File: config.mk
export PLATFORM = sky130hd
export DESIGN_NAME = hilo_div
export DESIGN_NICKNAME = d
export VERILOG_FILES = /design/src/rtl/hilo_div_pkg.sv /design/src/rtl/hilo_div.sv
export SDC_FILE = /design/constraint.sdc
export NUM_CORES = 1
export LEC_CHECK = 0
export ABC_AREA = 1
export BUFFER_PORTS_ARGS = -buffer_cell sky130_fd_sc_hd__buf_2
export CAP_MARGIN = 10
export CORE_AREA = 2 2 214 216
export DETAILED_ROUTE_END_ITERATION = 8
export DIE_AREA = 0 0 216 218
export PLACE_DENSITY_LB_ADDON = 0.08
export SLEW_MARGIN = 40
export SYNTH_ARGS = -nofsm -noshare
export SYNTH_HDL_FRONTEND = slang
export SYNTH_SLANG_ARGS = --single-unit
File: constraint.sdc
create_clock -name clk -period 5.8 [get_ports clk]
set_input_delay 0.58 -clock clk [delete_from_list [all_inputs] [get_ports clk]]
set_output_delay 0.58 -clock clk [all_outputs]
set_load 0.02 [all_outputs]
File: src/rtl/hilo_div_pkg.sv
// Shared types and constants for the HI/LO radix-2 restoring divider.
// The FSM encoding matches the pipeline's DivFree/DivByZero/DivOn/DivEnd codes.
package hilo_div_pkg;

  localparam int DIV_DATA_W = 32;
  localparam int DIV_CNT_W  = 6;

  typedef enum logic [1:0] {
    DIV_FREE   = 2'b00,
    DIV_BYZERO = 2'b01,
    DIV_ON     = 2'b10,
    DIV_END    = 2'b11
  } div_state_e;

  localparam logic DIV_RESULT_READY     = 1'b1;
  localparam logic DIV_RESULT_NOT_READY = 1'b0;
  localparam logic DIV_START            = 1'b1;
  localparam logic DIV_STOP             = 1'b0;
  localparam logic RST_ENABLE           = 1'b1;

endpackage

File: src/rtl/hilo_div.sv
// Multi-cycle signed/unsigned divider producing {remainder, quotient} for HI/LO.
// Radix-2 restoring: one quotient bit per clock, sign fix-up on the final edge.
module hilo_div
  import hilo_div_pkg::*;
#(
  parameter int DATA_W = DIV_DATA_W,
  parameter int CNT_W  = DIV_CNT_W
) (
  input  logic                clk,
  input  logic                rst,
  input  logic                signed_div_i,
  input  logic [DATA_W-1:0]   opdata1_i,
  input  logic [DATA_W-1:0]   opdata2_i,
  input  logic                start_i,
  input  logic                annul_i,
  output logic [2*DATA_W-1:0] result_o,
  output logic                ready_o
);

  localparam logic [CNT_W-1:0] LAST_CNT = CNT_W'(DATA_W);
  localparam logic [CNT_W-1:0] CNT_ONE  = {{(CNT_W-1){1'b0}}, 1'b1};

  function automatic logic [DATA_W-1:0] abs_of(input logic [DATA_W-1:0] x,
                                               input logic               is_signed);
    if (is_signed && x[DATA_W-1]) begin
      abs_of = -x;
    end else begin
      abs_of = x;
    end
  endfunction

  div_state_e        r_state;
  logic [CNT_W-1:0]  r_cnt;
  logic [DATA_W-1:0] r_rem;
  logic [DATA_W-1:0] r_quo;
  logic [DATA_W-1:0] r_divisor;
  logic              r_neg_q;
  logic              r_neg_r;

  logic [DATA_W:0]   w_upper;
  logic [DATA_W:0]   w_diff;
  logic              w_borrow;
  logic [DATA_W-1:0] w_rem_next;
  logic [DATA_W-1:0] w_quo_next;
  logic [DATA_W-1:0] w_quo_fix;
  logic [DATA_W-1:0] w_rem_fix;

  // Trial subtraction for one restoring step plus final sign correction.
  always_comb begin
    w_upper    = {r_rem, r_quo[DATA_W-1]};
    // The partial remainder is always below 2*divisor, so bit DATA_W of the
    // 33-bit difference is set exactly when the subtraction borrows.
    w_diff     = w_upper - {1'b0, r_divisor};
    w_borrow   = w_diff[DATA_W];
    w_rem_next = w_upper[DATA_W-1:0];
    w_quo_next = {r_quo[DATA_W-2:0], 1'b0};
    w_quo_fix  = r_quo;
    w_rem_fix  = r_rem;
    if (w_borrow) begin
      w_rem_next = w_upper[DATA_W-1:0];
      w_quo_next = {r_quo[DATA_W-2:0], 1'b0};
    end else begin
      w_rem_next = w_diff[DATA_W-1:0];
      w_quo_next = {r_quo[DATA_W-2:0], 1'b1};
    end
    if (r_neg_q) begin
      w_quo_fix = -r_quo;
    end else begin
      w_quo_fix = r_quo;
    end
    if (r_neg_r) begin
      w_rem_fix = -r_rem;
    end else begin
      w_rem_fix = r_rem;
    end
  end

  // Divider FSM, datapath registers and registered outputs.
  always_ff @(posedge clk) begin
    if (rst == RST_ENABLE) begin
      r_state   <= DIV_FREE;
      r_cnt     <= {CNT_W{1'b0}};
      r_rem     <= {DATA_W{1'b0}};
      r_quo     <= {DATA_W{1'b0}};
      r_divisor <= {DATA_W{1'b0}};
      r_neg_q   <= 1'b0;
      r_neg_r   <= 1'b0;
      result_o  <= {(2*DATA_W){1'b0}};
      ready_o   <= DIV_RESULT_NOT_READY;
    end else begin
      case (r_state)
        DIV_FREE: begin
          ready_o <= DIV_RESULT_NOT_READY;
          if (start_i == DIV_START && annul_i == 1'b0) begin
            if (opdata2_i == {DATA_W{1'b0}}) begin
              r_state <= DIV_BYZERO;
            end else begin
              r_state   <= DIV_ON;
              r_cnt     <= {CNT_W{1'b0}};
              r_rem     <= {DATA_W{1'b0}};
              r_quo     <= abs_of(opdata1_i, signed_div_i);
              r_divisor <= abs_of(opdata2_i, signed_div_i);
              r_neg_q   <= signed_div_i & (opdata1_i[DATA_W-1] ^ opdata2_i[DATA_W-1]);
              r_neg_r   <= signed_div_i & opdata1_i[DATA_W-1];
            end
          end else begin
            r_state <= DIV_FREE;
          end
        end
        DIV_BYZERO: begin
          r_state  <= DIV_END;
          result_o <= {(2*DATA_W){1'b0}};
          ready_o  <= DIV_RESULT_READY;
        end
        DIV_ON: begin
          if (annul_i == 1'b1) begin
            r_state <= DIV_FREE;
            ready_o <= DIV_RESULT_NOT_READY;
          end else if (r_cnt != LAST_CNT) begin
            r_rem <= w_rem_next;
            r_quo <= w_quo_next;
            r_cnt <= r_cnt + CNT_ONE;
          end else begin
            result_o <= {w_rem_fix, w_quo_fix};
            ready_o  <= DIV_RESULT_READY;
            r_state  <= DIV_END;
          end
        end
        DIV_END: begin
          if (start_i == DIV_STOP) begin
            r_state  <= DIV_FREE;
            ready_o  <= DIV_RESULT_NOT_READY;
            result_o <= {(2*DATA_W){1'b0}};
          end else begin
            ready_o <= DIV_RESULT_READY;
          end
        end
        default: begin
          r_state  <= DIV_FREE;
          ready_o  <= DIV_RESULT_NOT_READY;
          result_o <= {(2*DATA_W){1'b0}};
        end
      endcase
    end
  end

endmodule
==> results of run 1 <==
[per-stage QoR]
stage	area, µm²	std cells	hold WS [ns]	setup slack [ns]	utilization
after floorplan	13300	2237	0.430	3.53	-
after global placement	14400	2900	0.453	2.72	0.321
after detailed placement	14400	2900	0.453	2.66	0.321
after CTS	15000	2932	0.360	2.63	0.334
after global routing	15000	2932	0.387	2.29	0.334
final	15000	2932	0.388	2.65	0.334
[routing by layer]
metal  share of wire  vias up  track usage
met5               0        -            0
met4           0.025        0       0.0692
met3           0.037       54       0.0310
met2            0.45      282        0.344
met1            0.48     6486        0.292
li1                -     7371            -
[worst register-to-register path: stages (launching register included)]
cell and delay (ns):
dfxtp_1 0.41, nor2_4 0.05, buf_4 0.26, inv_2 0.60, nor2_1 0.17, inv_1 0.14
nand4_4 0.53, buf_4 0.54, a21oi_1 0.19, nand2_1 0.07, a21oi_1 0.12
[power by group]
part / internal, mW / switching (mW)
Sequential: 1.23 / 0.0542
Clock: 0.564 / 0.561
Combinational: 0.287 / 0.712
[sequential cells by signal (all words and copies together) (netlist names)]
signal	cells
r_cnt	6
r_divisor	32
r_neg_q	1
r_neg_r	1
r_quo	32
r_rem	32
r_state	2
ready_o	1
result_o	64
[logic make-up after synthesis]
group / count (synthesis) / share of synthesized area
and+or+nand+nor: 1182 / 0.389
xor gates and xnor gates: 56 / 0.0368
buffers and inverters: 399 / 0.121
adders and majority gates: 39 / 0.0372
DFF: 171 / 0.257
AOI/OAI and AO/OA: 390 / 0.159
[area by class of cell]
type,count,area (µm²)
Fill cell,5135,29900
Multi-Input combinational cell,1667,8300
Sequential cell,171,3420
Inverter,319,1200
Tap cell,600,751
Timing Repair Buffer,143,743
Clock buffer,17,425
Clock inverter,15,129
[synth_stat cells, types with 17 or more instances]
cell,count
nor3_1,20
inv_1,306
nand2_1,640
xor2_1,46
clkbuf_1,44
ha_1,38
dfxtp_1,171
o21ai_0,106
nand2_2,26
nor2_1,183
buf_2,19
nand3b_1,17
a21oi_1,216
o21ai_1,17
nand3_1,224
nand4_1,33
[worst paths after layout]
kind | startpoint | end | depth (start not counted) | slack [ns]
setup / recovery | r_state[0] | r_quo[23] | 10 | 2.65
hold reg to reg | result_o[59] | result_o[59] | 2 | 0.46
hold / removal | opdata2_i[0] | r_divisor[0] | 3 | 0.39
setup reg to reg | r_state[0] | r_quo[23] | 10 | 2.65
==> results by group, run 1 <==
Run status
  – Outcome: completed

Clocking
  – Setup bufs post-CTS: 0
  – Post-CTS sizing: 0
  – Clock tree root buffer cell: clkbuf_16
  – CTS clk-pin slew, worst paths: 0.08 ns
  – CTS H-tree lvls: 4
  – CTS max path bufs: 2
  – Number of CTS-inserted buffers: 17
  – CTS tree: done
  – Hold_buf cts: 0
  – Clk_lat worst skew: 0.48 ns
  – Sink Count: 171

GRT
  – All-Layer GR Usage: 0.213
  – Initial antenna violation count: 0
  – Vias in the first global route: 13.5k
  – Pin count of the biggest net entering global routing: 68
  – Total grt overflow: 0
  – First-pass GRT wire length: 77.3 mm

Worst setup path
  – Delay-heaviest family, CP: buffers and inverters
  – Worst path required time: 6.20 ns
  – Critical Path Source Type: flip-flop
  – CP Buf/Inv Count: 4
  – Crit Path Class: reg -> reg
  – Worst path max stage delay: 0.60 ns
  – Max Fanout on Critical Path: 50
  – CP Capture Type: flip-flop
  – Slowest cell on the critical path: inv_2
  – CP cell instances: nor2_4 > buf_4 > inv_2 > nor2_1 > inv_1 > nand4_4 > buf_4 > a21oi_1 > nand2_1 > a21oi_1
  – Worst Path Arrival: 3.55 ns

Route
  – Routed WL per cell: 17.0 µm
  – DRT iter0 DRCs: 984
  – Avg Vias per Cell: 4.84
  – Routed Antenna Nets: 0
  – Number of remaining DRC errors: 0
  – 1st-pass router iterations: 5
  – Detailed Route WL: 49.7 mm
  – Vias after detailed routing: 14.2k

Finish
  – Nets@finish: 2427
  – Synth-to-layout area growth: 12.4%
  – Share of layout cells above drive strength 1: 0.108
  – Most common cell after layout, fill and taps aside: nand2_1
  – Most frequent cells in the layout: 639 x nand2_1, 306 x inv_1, 224 x nand3_1
  – N_diodes: 0

Die
  – Row cnt: 78
  – Chip Height: 218 µm
  – IO Pins: 134
  – Initial core utilization: 0.297
  – Die ar.: 47100 µm²
  – Die Wd: 216 µm
  – Core area: 44900 µm²

STA
  – Endpoints failing setup: 0
  – Max Clock Skew: 0.0157 ns
  – Fmax: 0.317 GHz
  – Final Hold Fails: 0
  – Slew HR: 0.491
  – Setup_tns: 0 ns
  – RSZ-0062 raised after global routing: no
  – Period Utilization, post-route: 0.543
  – Final min period: 3.15 ns
  – Worst Tran Pin Value: 0.757 ns
  – Slew Limit Fails: 0

Synthesis
  – Synthesized area per cell: 5.95 µm²
  – Fraction of registers with async set/reset: 0
  – Net Count, Synth: 2345
  – Top-area cell type share of the netlist area: 0.257
  – Cell Area, Synth: 13300 µm²
  – Cell taking the most area after synthesis: dfxtp_1
  – Post-synthesis cell count: 2237
  – Synth top area cells: dfxtp_1 26%, nand2_1 18%, inv_1 8.6%, nand3_1 8.4%, a21oi_1 8.1%
  – Flops & latches, synth: 171
  – Ys Warns: 0
  – Sequential area share after synthesis: 0.257
  – EDFF count, synth: 0
  – Post-synth cell types: 50
  – Primary FF master, synth: dfxtp_1

Placement
  – GP Congestion: 0.869
  – Number of I/O port buffers: 133
  – HPWL Detailed: 39.8 mm

Power
  – Worst vdd ir: 0.197 mV
  – Power per cell area: 228 nW/µm²
  – Design Power: 3.41 mW
  – Pleak: 7.22 nW

Hold path
  – Min-delay worst type: in -> reg

Run
  – Max Cap Viol: 0
(Power assumes the default switching activity.)
==> inputs of run 2 (changes only) <==
- clock period: 5.8 -> 3.27 ns (I/O delays scaled with it)
==> run 2 against run 1 <==
Net effect:
- worst setup slack lost 1.9 ns
- combinational power grew 80%
- worst hold slack lost 0.25 ns
- utilization grew 0.32 points
- die area is the same
- non-clock buffer count grew 13
- global-route usage shrank 0.052 points
==> results by group, run 2 (synthesized netlist as in run 1, its figures left out) <==
Run status
  – Outcome: completed

Finish
  – Synth-to-layout area growth: 13.5%
  – Most frequent cells in the layout: 639 x nand2_1, 305 x inv_1, 224 x nand3_1
  – Share of layout cells above drive strength 1: 0.113
  – Register name with the most flops: result_o
  – Most common cell after layout, fill and taps aside: nand2_1
  – Nets@finish: 2440
  – Fin cells: 2945
  – N_diodes: 0
  – Final core occ: 0.337
  – Max reg flops: 64

Worst setup path
  – CP Buf/Inv Count: 2
  – Max Fanout on Critical Path: 17
  – Most used cell along the critical path: nand2_4
  – Critical Path Source Type: flip-flop
  – Delay-heaviest family, CP: simple AND/OR/NAND/NOR gates
  – Worst Path Arrival: 2.89 ns
  – Worst path required time: 3.62 ns
  – Slowest cell on the critical path: fa_1
  – CP Capture Type: flip-flop
  – CP cell instances: inv_1 > ha_1 > fa_1 > inv_1 > nand2_1 > nand2_1 > nand3_2 > nand2_4 > nand2_4 > nand2_4 > nand2_4 > nand2_4 > nand2_8 > nand2_4 > nand2_1 > nand3_1 > a21oi_1
  – Crit Path Class: reg -> reg
  – Worst path max stage delay: 0.41 ns

Clocking
  – Setup bufs post-CTS: 0
  – CTS H-tree lvls: 4
  – CTS max path bufs: 2
  – CTS tree: done
  – Clock tree root buffer cell: clkbuf_16
  – Hold_buf cts: 0
  – Post-CTS sizing: 0
  – CTS clk-pin slew, worst paths: 0.08 ns
  – Sink Count: 171
  – Number of CTS-inserted buffers: 17
  – Clk_lat worst skew: 0.49 ns

Placement
  – Number of I/O port buffers: 133
  – GP Congestion: 0.896
  – Placed Cells: 2913
  – HPWL Detailed: 39.8 mm
  – Pre-CTS WS: 0.743 ns

STA
  – Endpoints failing setup: 0
  – Final min period: 2.55 ns
  – Worst Tran Pin Value: 0.695 ns
  – Slew HR: 0.537
  – Fmax: 0.393 GHz
  – Worst setup margin: 0.725 ns
  – Period Utilization, post-route: 0.778
  – Setup_tns: 0 ns
  – Slew Limit Fails: 0
  – Final Hold Fails: 0
  – RSZ-0062 raised after global routing: no
  – Max Clock Skew: 0.0120 ns

Route
  – Routed Antenna Nets: 0
  – Vias after detailed routing: 14.3k
  – DRT iter0 DRCs: 965
  – Routed WL per cell: 16.8 µm
  – Number of remaining DRC errors: 0
  – 1st-pass router iterations: 5
  – Detailed Route WL: 49.4 mm
  – Avg Vias per Cell: 4.84

Die
  – Initial core utilization: 0.297
  – Row cnt: 78
  – IO Pins: 134
  – Chip Height: 218 µm
  – Die ar.: 47100 µm²
  – Core area: 44900 µm²
  – Die Wd: 216 µm

Power
  – Clock share of power: 0.340
  – Pleak: 7.30 nW
  – Sequential Power Share: 0.368
  – Internal power: 3.73 mW
  – Sw power: 2.43 mW
  – Design Power: 6.16 mW
  – Power per cell area: 407 nW/µm²
  – Switching part of the total: 0.394
  – Logic pwr share: 0.292
  – Worst vdd ir: 0.272 mV

GRT
  – Vias in the first global route: 13.4k
  – Initial antenna violation count: 0
  – All-Layer GR Usage: 0.213
  – First-pass GRT wire length: 77.1 mm
  – Pin count of the biggest net entering global routing: 77
  – Total grt overflow: 0

Hold path
  – Min-delay worst type: in -> reg

Run
  – Max Cap Viol: 0
==> run 2: changes by cell type in the layout (fill, tap and decap cells not counted), sizes merged <==
cell      change
buf          +13
clkinv        +6
clkinvlp      -2
inv           -4
==> run 2: area by class of cell <==
cell class,instances,area (µm²)
fillers,5167,29800
inverters,319,1200
clock buffers,17,425
multi-input cells,1667,8300
repair buffers,156,845
clock inverters,15,174
well taps,600,751
flip-flops and latches,171,3420
==> run 2: stage by stage <==
step,hold slack (ns),instance area [µm²]
3_3_place_gp,0.452,14500
4_1_cts,0.101,15100
2_1_floorplan,0.430,13300
5_1_grt,0.141,15100
3_5_place_dp,0.453,14500
6_report,0.137,15100
==> run 2: worst min-delay path: stages <==
cell and delay, ns:
buf_2 0.07, inv_1 0.07, a21oi_1 0.12
==> run 2: final timing paths <==
| check | startpoint | endpoint | slack [ns] | depth (start not counted) |
|---|---|---|---|---|
| max | r_quo[31] | r_rem[9] | 0.72 | 17 |
| min | opdata2_i[0] | r_divisor[0] | 0.14 | 3 |
| max reg2reg | r_quo[31] | r_rem[9] | 0.72 | 17 |
| min reg2reg | result_o[63] | result_o[63] | 0.46 | 2 |
==> run 2: layer usage <==
metal | track usage | wire length, µm
met3 | 0.0351 | 2160
met4 | 0.0610 | 922
met2 | 0.353 | 23100
met1 | 0.284 | 23200
met5 | 0 | 0
==> run 2: power by group through the flow <==
| stage | clock network, mW | registers, mW | logic (mW) |
|---|---|---|---|
| global route | 2.23 | 2.28 | 2.04 |
| detailed placement | 0 | 2.32 | 1.79 |
| global placement | 0 | 2.32 | 1.80 |
| CTS | 2.17 | 2.27 | 1.80 |
| floorplan | 0 | 2.29 | 1.27 |
| finish | 2.09 | 2.27 | 1.80 |
